==> src/rtl/result_reader.sv <==
// rtl/result_reader.sv - result memory read-back master streaming decoded records into the host output FIFO
// Optional macro RESULT_STATS_EN adds per-run fail and timeout counters.
module result_reader #(
  parameter int ADDR_WIDTH  = 20,
  parameter int DATA_WIDTH  = 16,
  parameter int BE_WIDTH    = DATA_WIDTH/8,
  parameter int RTF_WIDTH   = 24,
  parameter int CYCLE_RANGE = 5,
  parameter int CNT_WIDTH   = 16,
  parameter int OUT_WIDTH   = RTF_WIDTH+CYCLE_RANGE+2
) (
  input  logic                  clock,
  input  logic                  reset_n,
  input  logic                  start,
  input  logic [ADDR_WIDTH-1:0] base_address,
  input  logic [CNT_WIDTH-1:0]  num_records,
  output logic                  busy,
  output logic                  done,
  output logic                  end_marker,
  output logic [CNT_WIDTH-1:0]  records_done,
  output logic [ADDR_WIDTH-1:0] mem_address,
  output logic [BE_WIDTH-1:0]   mem_byteenable,
  output logic                  mem_read,
  input  logic [DATA_WIDTH-1:0] mem_readdata,
  input  logic                  mem_waitrequest,
  output logic [OUT_WIDTH-1:0]  ofifo_data,
  output logic                  ofifo_wrreq,
  input  logic                  ofifo_full,
  output logic [CNT_WIDTH-1:0]  fail_count,
  output logic [CNT_WIDTH-1:0]  timeout_count
);

  localparam int META_WIDTH = DATA_WIDTH/2;

  typedef enum logic [2:0] {IDLE, RD_W0, RD_W1, PUSH, FINISH} state_t;

  state_t                state, state_next;
  logic [ADDR_WIDTH-1:0] addr_q;
  logic [CNT_WIDTH-1:0]  remaining_q;
  logic [CNT_WIDTH-1:0]  records_q;
  logic [DATA_WIDTH-1:0] word0_q;
  logic [DATA_WIDTH-1:0] word1_q;
  logic                  end_marker_q;
  logic                  run_bit;
  logic                  timeout_bit;
  logic                  fail_bit;
  logic                  launch;

  // meta occupies the low half of word1: {run, timeout, cycle_count, fail}
  assign run_bit     = word1_q[CYCLE_RANGE+2];
  assign timeout_bit = word1_q[CYCLE_RANGE+1];
  assign fail_bit    = word1_q[0];
  assign launch      = (state == IDLE) && start;

  assign ofifo_data = {timeout_bit, word1_q[CYCLE_RANGE:1], fail_bit,
                       word0_q, word1_q[DATA_WIDTH-1:META_WIDTH]};

  assign busy           = (state != IDLE);
  assign end_marker     = end_marker_q;
  assign records_done   = records_q;
  assign mem_address    = addr_q;
  assign mem_byteenable = '1;

  always_ff @(posedge clock or negedge reset_n) begin
    if (!reset_n) state <= IDLE;
    else          state <= state_next;
  end

  always_comb begin
    state_next  = state;
    mem_read    = 1'b0;
    ofifo_wrreq = 1'b0;
    done        = 1'b0;
    case (state)
      IDLE: begin
        if (start) state_next = (num_records != '0) ? RD_W0 : FINISH;
      end
      RD_W0: begin
        mem_read = 1'b1;
        if (!mem_waitrequest) state_next = RD_W1;
      end
      RD_W1: begin
        mem_read = 1'b1;
        if (!mem_waitrequest) state_next = PUSH;
      end
      PUSH: begin
        if (!run_bit) begin
          state_next = FINISH;
        end else if (!ofifo_full) begin
          ofifo_wrreq = 1'b1;
          state_next  = (remaining_q > CNT_WIDTH'(1)) ? RD_W0 : FINISH;
        end
      end
      FINISH: begin
        done       = 1'b1;
        state_next = IDLE;
      end
      default: state_next = IDLE;
    endcase
  end

  always_ff @(posedge clock or negedge reset_n) begin
    if (!reset_n) begin
      addr_q       <= '0;
      remaining_q  <= '0;
      records_q    <= '0;
      word0_q      <= '0;
      word1_q      <= '0;
      end_marker_q <= 1'b0;
    end else begin
      if (launch) begin
        addr_q       <= base_address;
        remaining_q  <= num_records;
        records_q    <= '0;
        end_marker_q <= 1'b0;
      end
      if (mem_read && !mem_waitrequest) begin
        addr_q <= addr_q + ADDR_WIDTH'(1);
        if (state == RD_W0) word0_q <= mem_readdata;
        else                word1_q <= mem_readdata;
      end
      if (state == PUSH && !run_bit) end_marker_q <= 1'b1;
      if (ofifo_wrreq) begin
        remaining_q <= remaining_q - CNT_WIDTH'(1);
        if (records_q != '1) records_q <= records_q + CNT_WIDTH'(1);
      end
    end
  end

`ifdef RESULT_STATS_EN
  logic [CNT_WIDTH-1:0] fail_q;
  logic [CNT_WIDTH-1:0] timeout_q;

  always_ff @(posedge clock or negedge reset_n) begin
    if (!reset_n) begin
      fail_q    <= '0;
      timeout_q <= '0;
    end else if (launch) begin
      fail_q    <= '0;
      timeout_q <= '0;
    end else if (ofifo_wrreq) begin
      if (fail_bit && fail_q != '1)       fail_q    <= fail_q + CNT_WIDTH'(1);
      if (timeout_bit && timeout_q != '1) timeout_q <= timeout_q + CNT_WIDTH'(1);
    end
  end

  assign fail_count    = fail_q;
  assign timeout_count = timeout_q;
`else
  assign fail_count    = '0;
  assign timeout_count = '0;
`endif

endmodule

==> config.mk <==
export PLATFORM = sky130hd
export DESIGN_NAME = result_reader
export DESIGN_NICKNAME = d
export VERILOG_FILES = /design/src/rtl/result_reader.sv
export SDC_FILE = /design/constraint.sdc
export NUM_CORES = 1
export LEC_CHECK = 0
export CORE_ASPECT_RATIO = 0.75
export CORE_UTILIZATION = 42
export DETAILED_ROUTE_END_ITERATION = 10
export GPL_TIMING_DRIVEN = 0
export PLACE_DENSITY = 0.89
export SYNTH_ARGS = -nofsm -noshare
export SYNTH_HDL_FRONTEND = slang
export SYNTH_SLANG_ARGS = --single-unit
==> constraint.sdc <==
create_clock -name clock -period 2.2 [get_ports clock]
set_input_delay 0.44 -clock clock [delete_from_list [all_inputs] [get_ports clock]]
set_output_delay 0.44 -clock clock [all_outputs]
set_load 0.02 [all_outputs]
# Word-level counts from Yosys, hierarchy flattened
# Index checks and enable logic that the tools add are counted.
dict set report totals {
  register_bits 88
  latchBits 0
  ramBits 0
  romBits 0
  in_bits 57
  out_inout_bits 106
  memories 0
}
dict set report classes {
  addsub 3
  mul 0
  div 0
  order_cmp 1
  n_eq_ne 9
  shifts 0
  n_mux 22
  bitwise_logic 1
  reduce_logical 15
}
# cell n
set ops {}
lappend ops {{2-to-1 mux 16 bit} 5}
lappend ops {{2-to-1 mux 20 bit} 2}
lappend ops {{2-to-1 mux 3 bit} 7}
lappend ops {{adder 20 x 1 -> 20 bit (second input constant)} 1}
lappend ops {{adder 16 x 1 -> 16 bit (second input constant)} 1}
lappend ops {{> comparator 16 x 1 -> 1 bit (second input constant)} 1}
lappend ops {{!= test 16 bit (second input constant)} 1}
lappend ops {{nonzero test 16 bit} 1}
lappend ops {{subtractor 16 x 1 -> 16 bit (second input constant)} 1}
lappend ops {{case mux 3 bit (4 select lines)} 1}
lappend ops {{2-to-1 mux 1 bit} 7}
lappend ops {{equality test 3 x 2 -> 1 bit (second input constant)} 2}
lappend ops {{!= test 2 bit (second input constant)} 3}
lappend ops {{nonzero test 2 bit} 3}
lappend ops {{AND reduction 2 bit} 2}
lappend ops {{AND reduction 4 bit} 1}
lappend ops {{equality test 3 x 1 -> 1 bit (second input constant)} 1}
lappend ops {{equality test 3 bit (second input constant)} 1}
lappend ops {{logical AND 1 bit} 3}
lappend ops {{zero test 3 bit} 1}
lappend ops {{!= test 3 bit (second input constant)} 1}
lappend ops {{nonzero test 3 bit} 1}
lappend ops {{zero test 1 bit} 2}
lappend ops {{OR reduction 2 bit} 1}
lappend ops {{inverter 1 bit} 1}

# Longest topological paths before layout
# Gate-level depths: netlist of run 1.
dict set report logic_depth {
  ltp_word 5
  ltp_mapped 7
}

# Worst setup path before layout of run 1
# OpenSTA, ideal clock, no wires.
dict set report synth_timing {
  path_kind {flip-flop to flip-flop}
  from {reg remaining_q[10]}
  to {reg state[2]}
  t_arrival_ps 2011
  path_slack_ps 122
  path_stages_with_launch 6
  n_path_buf 0
  synth_period_minus_slack_ps 2078
  path_cell_list {dfrtp_1 or4_4 or4_4 o41a_1 o22ai_1 o2111a_1}
}
dict set report synth_between {
  elab_chain_cells 5
}
# element line
set synth_lines {}
lappend synth_lines {{start: declaration} 39} ;# logic [CNT_WIDTH-1:0] remaining_q;
lappend synth_lines {{start signal: assignment} 113} ;# remaining_q <= num_records;
lappend synth_lines {{start signal: assignment} 124} ;# remaining_q <= remaining_q - CNT_WIDTH'(1);
lappend synth_lines {{> comparator 16 x 1 -> 1 bit} 91} ;# state_next = (remaining_q > CNT_WIDTH'(1)) ? RD_W0 : FINISH;
lappend synth_lines {{2-to-1 mux 3 bit} 91}
lappend synth_lines {{2-to-1 mux 3 bit} 89} ;# end else if (!ofifo_full) begin
lappend synth_lines {{2-to-1 mux 3 bit} 87} ;# if (!run_bit) begin
lappend synth_lines {{case mux 3 bit (4 select lines)} 74} ;# case (state)
lappend synth_lines {{end signal: assignment} 66} ;# else state <= state_next;
lappend synth_lines {{end: declaration} 37} ;# state_t state, state_next;
# Every way passes these cells. The select of a mux whose other input is x is not followed.
# A chain may end at the register's enable or synchronous reset.

# Worst setup path in the final report of run 1
# Same ends and word-level chain as after synthesis.

==> key figures, run 1 <==
Run status
  • Outcome: finished, violations left
  • Failing checks: DRC

Floorplanning
  • Die Span X: 125.0 um
  • Die Height: roughly 94 um
  • Row cnt: 33
  • Core ar.: 10,980 um^2
  • Initial Util: 43.37%
  • Boundary pin count: between 150 and 200
  • Die footprint: between 10,000 and 15,000 um^2

STA
  • Final hold vios: 0
  • Rel. slew slack: 60.03%
  • Fmax: 460.3 MHz
  • Unrepaired setup endpoints after global routing: true
  • Setup TNS: 0 ns
  • Clock period minus worst slack: 2.172 ns
  • Final Skew: 0.008022 ns
  • Worst-margin pin slew: between 0.5 and 0.6 ns
  • Final setup violation count: 0
  • Tcrit/Tclk final: 98.74%
  • Worst setup margin: 0.02769 ns
  • Fin. max-slew vios: 0

Synth
  • Yosys top cell area share: 46.23%
  • Seq cells post-synth: 88
  • Most used DFF post-synth: dfrtp_1
  • Register area share after synthesis: 46.23%
  • Post-Syn Area: 4763 um^2
  • Compound-cell area share of the yosys netlist: 13.32%
  • Post-synthesis async set-or-reset flop share: 100.0%
  • Post-synth top cells: dfrtp_1 (88), buf_4 (51), nor2_1 (48)
  • Simple-gate share of the synthesized area: 19.33%
  • Cell variety after synth: 51
  • Post-Synthesis Cells: 485
  • Area contributors post-synth: dfrtp_1 (46%), buf_4 (8.0%), mux2_2 (7.6%)
  • Cell type with the largest total area after synthesis: dfrtp_1
  • Largest family of logic cells by synthesized area: simple AND/OR/NAND/NOR gates
  • Adder-cell area share of the yosys netlist: ~1.1%
  • Syn_area_per_cell: slightly below 10 um^2
  • Mux share of post-synthesis cell area: 9.246%
  • Count leader, synth: dfrtp_1
  • Number of synthesized flops with an enable pin: 0
  • Warnings, synthesis: 0
  • XOR/XNOR share of the synthesized area: 0.5516%

Finish
  • P&R area growth vs syn: 42.16%
  • # diodes: 0
  • Layout Nets: 720
  • Multi-input logic area: about 2300 um^2
  • Post-route non-filler standard cell count: 804
  • Register Area: 2203 um^2
  • Fraction of layout cells with a size suffix above 1: 20.33%
  • Final Util: 61.65%
  • Filler cell count: between 800 and 900

Setup path
  • Crit-path max cell delay: 0.54 ns
  • Worst Setup Start Kind: flip-flop
  • CP Data Required Time: 2.48 ns
  • Max Fanout on Critical Path: 3
  • Worst Reg-to-Reg Cells: 5
  • FF-to-FF Start: remaining_q[10]
  • CP top delay family: simple AND/OR/NAND/NOR gates
  • Crit end category: flip-flop
  • Critical R2R Capture: state[2]
  • Worst setup path startpoint: remaining_q[10]
  • Crit path top cell by count: or4_4
  • Flop-to-flop setup slack: 0.03 ns
  • Critical Path AT: 2.45 ns
  • Cell Chain, Critical Path: or4_4, or4_4, o41a_1, o22ai_2, o2111a_1
  • CP max-delay cell: or4_4
  • WP buf/inv: 0
  • Setup CP Type: flip-flop to flip-flop

Placed design
  • Placement Setup Slack: -0.3427 ns
  • Routability cong.: 0.8557
  • Placed Cells: 785
  • Detail Placement HPWL: 9.686 mm
  • Buffers added on ports: 127

Clock network
  • CTS Hold Bufs: 0
  • Worst-path clk slew: roughly 0.070 ns
  • Clk root buf: clkbuf_16
  • Number of H-tree levels: 3
  • Clk_lat worst skew: 0.34 ns
  • TritonCTS buffer count: 9
  • CTS max path bufs: 2
  • CTS sink cnt: 88
  • Clock tree from TritonCTS: built

Drt
  • Final wirelength: 13.24 mm
  • Via count: 4,383
  • Via-to-Cell Ratio: between 5 and 6
  • Final ANT Viol Nets: 0
  • Initial DRC count: 413
  • Avg WL per Cell: between 15 and 20 um
  • Drt first pass iters: 8
  • Post-route DRC: 12

Power
  • Pwr dens: 1295 nW/um^2
  • VDD IR max: between 0.7 and 0.8 mV
  • Lkg Pwr: 2.908 nW

Global route
  • First-pass GRT wire length: 21.44 mm
  • Initial antenna violation count: 0
  • Vias in the first global route: 4,410
  • Largest net degree at the start of global routing: 58
  • GRT Resource Usage Total: 22.89%
  • Grt ovf: 0

Hold path
  • Hold Path Class: input port to async pin

Run
  • Max Cap Viol: 0
## kinds of logic (layout without fill, tap and decap cells)
logic type	Yosys count	after routing
fa+ha+maj	4	4
compound gates	88	88
simple gates	183	183
other cells	2	34
xor+xnor	3	3
mux	40	40
flops	88	88
buf+inv	77	224
## final cells by class
cell class	instances	area share, %
plain buffers	66	6.633
flip-flops and latches	88	32.54
clock inverters	6	0.7206
clock buffers	10	3.529
well taps	140	2.587
inverters	9	0.5358
multi-input cells	352	33.78
repair buffers	133	19.68
## per-stage QoR
step | cell area, um^2 | hold WS, ns | power (mW)
detailed placement | 6355 | 0.4267 | 7.096
finish | 6771 | 0.04921 | 8.772
global route | 6771 | 0.07754 | 9.270
floorplan | 4883 | 0.1444 | 5.319
CTS | 6683 | 0.06559 | 8.670
global placement | 6330 | 0.4689 | 6.911
## repair_timing
action,in CTS,in global routing
pin swaps,0,5
buffers inserted,1,4
setup endpoints to repair,54,34
resized for setup,14,17
hold endpoints to repair,0,0
## how the worst max path moves through the flow
stage,cells past startpoint,slack (ns),to
after floorplan,5,0.12,state[2]
after global placement,1,-2.51,word1_q[8]
after detailed placement,4,-0.34,word0_q[15]
after CTS,3,0.009,mem_read
after global routing,5,-0.04,state[2]
final,5,0.03,state[2]
## flip-flops by register name (all words and copies together) (netlist names)
register / count
word1_q: 16
remaining_q: 16
state: 3
end_marker: 1
records_done: 16
word0_q: 16
mem_address: 20
## per-layer routing
layer  routed length, um  global-route usage [%]
met4                 163                   6.606
met5                   0                       0
met3                 837                   4.954
met2                6548                   38.83
met1                5694                   29.56
## where the power goes
part           leakage, nW  switching (mW)  internal [mW]
clock                0.144           0.689          0.814
sequential            1.07           0.616           2.28
combinational         1.69            2.24           2.13
total                 2.91            3.54           5.23
## cells in the final DEF (no fill, tap or decap), types with 6 or more instances in the layout
cell type / n
a211oi_1: 16
a21oi_1: 9
a311oi_1: 7
and3_1: 8
buf_4: 57
clkbuf_1: 7
clkbuf_16: 9
clkbuf_2: 7
clkdlybuf4s50_1: 122
conb_1: 34
dfrtp_1: 87
inv_1: 8
mux2_2: 32
mux2i_1: 8
nand2_1: 45
nand3_1: 20
nand4_1: 8
nor2_1: 48
nor3_1: 12
nor4_1: 7
o211ai_1: 10
o21ai_0: 15
o311ai_0: 6
## worst register-to-register path, cell delays in order, from the launching register on
cell      delay [ns]
dfrtp_1         0.40
or4_4           0.54
or4_4           0.45
o41a_1          0.42
o22ai_2         0.10
o2111a_1        0.19
No activity file was read; power rests on OpenSTA's default activity.
==> run 2: changes to the inputs <==
--- a/config.mk
+++ b/config.mk
@@ -6,6 +6,7 @@
 export NUM_CORES = 1
 export LEC_CHECK = 0
 export CORE_ASPECT_RATIO = 0.75
+export CORE_MARGIN = 2
 export CORE_UTILIZATION = 42
 export DETAILED_ROUTE_END_ITERATION = 10
 export GPL_TIMING_DRIVEN = 0
==> run 2 against run 1 <==
The run now ends clean. Clock-buffer cell count rose by 2. Via count grew 0.89%. Final area rose by 0.44%. Maximum frequency is 0.30% lower. Wire length grew 2.2%. Sequential power about the same. Die area grew 3.8%. Critical path depth stayed put. Global-route usage fell by 0.81 points. Critical path type unchanged. Largest cell class unchanged.
==> key figures, run 2 (synthesized netlist as in run 1, its figures left out) <==
Run status
  • Outcome: complete, no violations (was finished, violations left)

Finish
  • # diodes: 0 (unchanged)
  • Max FFs per register: 20 (unchanged)
  • P&R area growth vs syn: 42.79% (was 42.16%)
  • Layout Nets: 718 (was 720)
  • Fraction of layout cells with a size suffix above 1: 19.36% (was 20.33%)
  • Finished layout cell area: 6802 um^2 (was 6771 um^2)
  • Most frequent cells in the layout: clkdlybuf4s50_1 (122), dfrtp_1 (87), buf_4 (54), nor2_1 (48), nand2_1 (45) (was clkdlybuf4s50_1 (122), dfrtp_1 (87), buf_4 (57), nor2_1 (48), nand2_1 (45))
  • Final Util: 61.93% (was 61.65%)
  • Most common cell after layout, fill and taps aside: clkdlybuf4s50_1 (unchanged)

STA
  • Rel. slew slack: 58.82% (was 60.03%)
  • Final Skew: 0.009760 ns (was 0.008022 ns)
  • Worst-margin pin slew: 0.6148 ns (was 0.5967 ns)
  • Final hold vios: 0 (unchanged)
  • Fmax: 459.0 MHz (was 460.3 MHz)
  • Fin. max-slew vios: 0 (unchanged)
  • Tcrit/Tclk final: 99.04% (was 98.74%)
  • Clock period minus worst slack: 2.179 ns (was 2.172 ns)
  • Unrepaired setup endpoints after global routing: true (unchanged)
  • Final setup violation count: 0 (unchanged)

Clock network
  • Worst-path clk slew: 0.06 ns (was 0.07 ns)
  • CTS max path bufs: 2 (unchanged)
  • Number of H-tree levels: 3 (unchanged)
  • Clk root buf: clkbuf_16 (unchanged)
  • Clock tree from TritonCTS: built (unchanged)
  • CTS sink cnt: 88 (unchanged)
  • TritonCTS buffer count: 9 (unchanged)
  • Clk_lat worst skew: 0.34 ns (about the same)

Setup path
  • Worst Setup EP: state[2] (unchanged)
  • Crit-path max cell delay: 0.56 ns (was 0.54 ns)
  • Cell Chain, Critical Path: or4_4, or4_4, o41a_1, o22ai_2, o2111a_1 (unchanged)
  • Worst Setup Start Kind: flip-flop (unchanged)
  • Crit path top cell by count: or4_4 (unchanged)
  • CP max-delay cell: or4_4 (unchanged)
  • Flop-to-flop setup slack: 0.02 ns (was 0.03 ns)
  • Worst setup path startpoint: remaining_q[11] (was remaining_q[10])
  • Worst Reg-to-Reg Cells: 5 (unchanged)
  • Setup CP Type: flip-flop to flip-flop (unchanged)
  • Critical Path AT: 2.45 ns (about the same)
  • Crit end category: flip-flop (unchanged)
  • FF-to-FF Start: remaining_q[11] (was remaining_q[10])
  • Critical R2R Capture: state[2] (unchanged)
  • Max Fanout on Critical Path: 5 (was 3)
  • CP Data Required Time: 2.47 ns (was 2.48 ns)

Drt
  • Post-route DRC: 0 (was 12)
  • Drt first pass iters: 6 (was 8)
  • Via-to-Cell Ratio: 5.521 (was 5.451)
  • Initial DRC count: 342 (was 413)
  • Via count: 4,422 (was 4,383)
  • Final ANT Viol Nets: 0 (unchanged)
  • Avg WL per Cell: 16.89 um (was 16.47 um)
  • Final wirelength: 13.53 mm (was 13.24 mm)

Global route
  • First-pass GRT wire length: 21.10 mm (was 21.44 mm)
  • GRT Resource Usage Total: 22.08% (was 22.89%)
  • Initial antenna violation count: 0 (unchanged)
  • Vias in the first global route: 4,225 (was 4,410)
  • Largest net degree at the start of global routing: 73 (was 58)
  • Grt ovf: 0 (unchanged)

Run
  • Max Cap Viol: 0 (unchanged)

Floorplanning
  • Die Span X: 127.0 um (was 125.0 um)
  • Initial Util: 43.37% (unchanged)
  • Core ar.: 10,980 um^2 (unchanged)
  • Boundary pin count: 163 (unchanged)
  • Row cnt: 33 (unchanged)
  • Die Height: 96.23 um (was 94.23 um)
  • Die footprint: 12,220 um^2 (was 11,780 um^2)

Power
  • Clk pwr share: 19.3% (was 17.1%)
  • Switching pwr: 3.497 mW (was 3.543 mW)
  • Lkg Pwr: 2.916 nW (was 2.908 nW)
  • Internal power: 5.533 mW (was 5.229 mW)
  • Pwr dens: 1328 nW/um^2 (was 1295 nW/um^2)
  • Sequential Power Share: 32.2% (was 33.1%)
  • Combinational Power Share: 48.5% (was 49.8%)
  • VDD IR max: 0.8848 mV (was 0.7826 mV)
  • Switching Share: 38.73% (was 40.39%)

Placed design
  • Placed cell area: 6355 um^2 (unchanged)
  • Buffers added on ports: 127 (unchanged)
  • Routability cong.: 0.8477 (was 0.8557)
  • Detail Placement HPWL: 9.898 mm (was 9.686 mm)

Hold path
  • Hold Path Class: input port to async pin (unchanged)
-- run 2: power by group through the flow --
stage | sequential, mW | combinational [mW] | clock (mW)
2_1_floorplan | 3.17 | 2.15 | 0
3_5_place_dp | 2.89 | 4.24 | 0
5_1_grt | 3.01 | 4.69 | 1.85
3_3_place_gp | 2.82 | 4.09 | 0
6_report | 2.91 | 4.38 | 1.75
4_1_cts | 2.88 | 4.31 | 1.78
-- run 2: final cells by class --
class / count / area, um^2
timing repair buffer: 131 / 1320
tap: 140 / 175.2
multi-input combinational: 352 / 2281
buffer: 66 / 449.2
sequential: 88 / 2203
clock buffer: 12 / 246.5
clock inverter: 3 / 90.09
inverter: 9 / 36.28
fill: 888 / 4182
-- run 2: timing repair --
| item | 4_1_cts | 5_1_grt |
|---|---|---|
| setup buffers | 1 | 1 |
| endpoints found under the hold margin | 16 | 0 |
| resized for setup | 13 | 17 |
| endpoints found under the setup margin | 54 | 38 |
| hold buffers | 1 | 0 |
-- run 2: worst min-delay path by stage --
stage | from | to | slack [ns]
final | reset_n | records_done[15] | 0.51
after global routing | reset_n | records_done[15] | 0.51
after CTS | reset_n | records_done[15] | 0.50
after detailed placement | reset_n | records_done[15] | 0.33
after global placement | end_marker | end_marker | 0.47
after floorplan | reset_n | end_marker | 0.14
-- run 2: stage by stage --
| step | power, mW | worst slack [ns] | TNS, ns | std cells | hold slack [ns] |
|---|---|---|---|---|---|
| floorplan | 5.319 | 0.1218 | 0 | 517 | 0.1444 |
| global placement | 6.918 | -2.496 | -227.13 | 784 | 0.4689 |
| detailed placement | 7.130 | -0.2768 | -9.893 | 785 | 0.3297 |
| CTS | 8.962 | 0.006143 | 0 | 802 | 0.5022 |
| global route | 9.552 | -0.02578 | -0.1052 | 801 | 0.5082 |
| finish | 9.030 | 0.02122 | 0 | 801 | 0.5083 |
-- run 2: layer usage --
metal	routed length, um	up-vias	track usage, %
li1	-	2041	-
met1	5551	2150	28.68
met2	6757	202	36.47
met3	988	29	5.614
met4	233	0	7.509
met5	0	-	0
-- run 2: critical path: cells and delay by family, from the launching register on --
kind	cells	cell delay, ns
simple gates	2	1.01
flops	1	0.41
compound gates	3	0.69
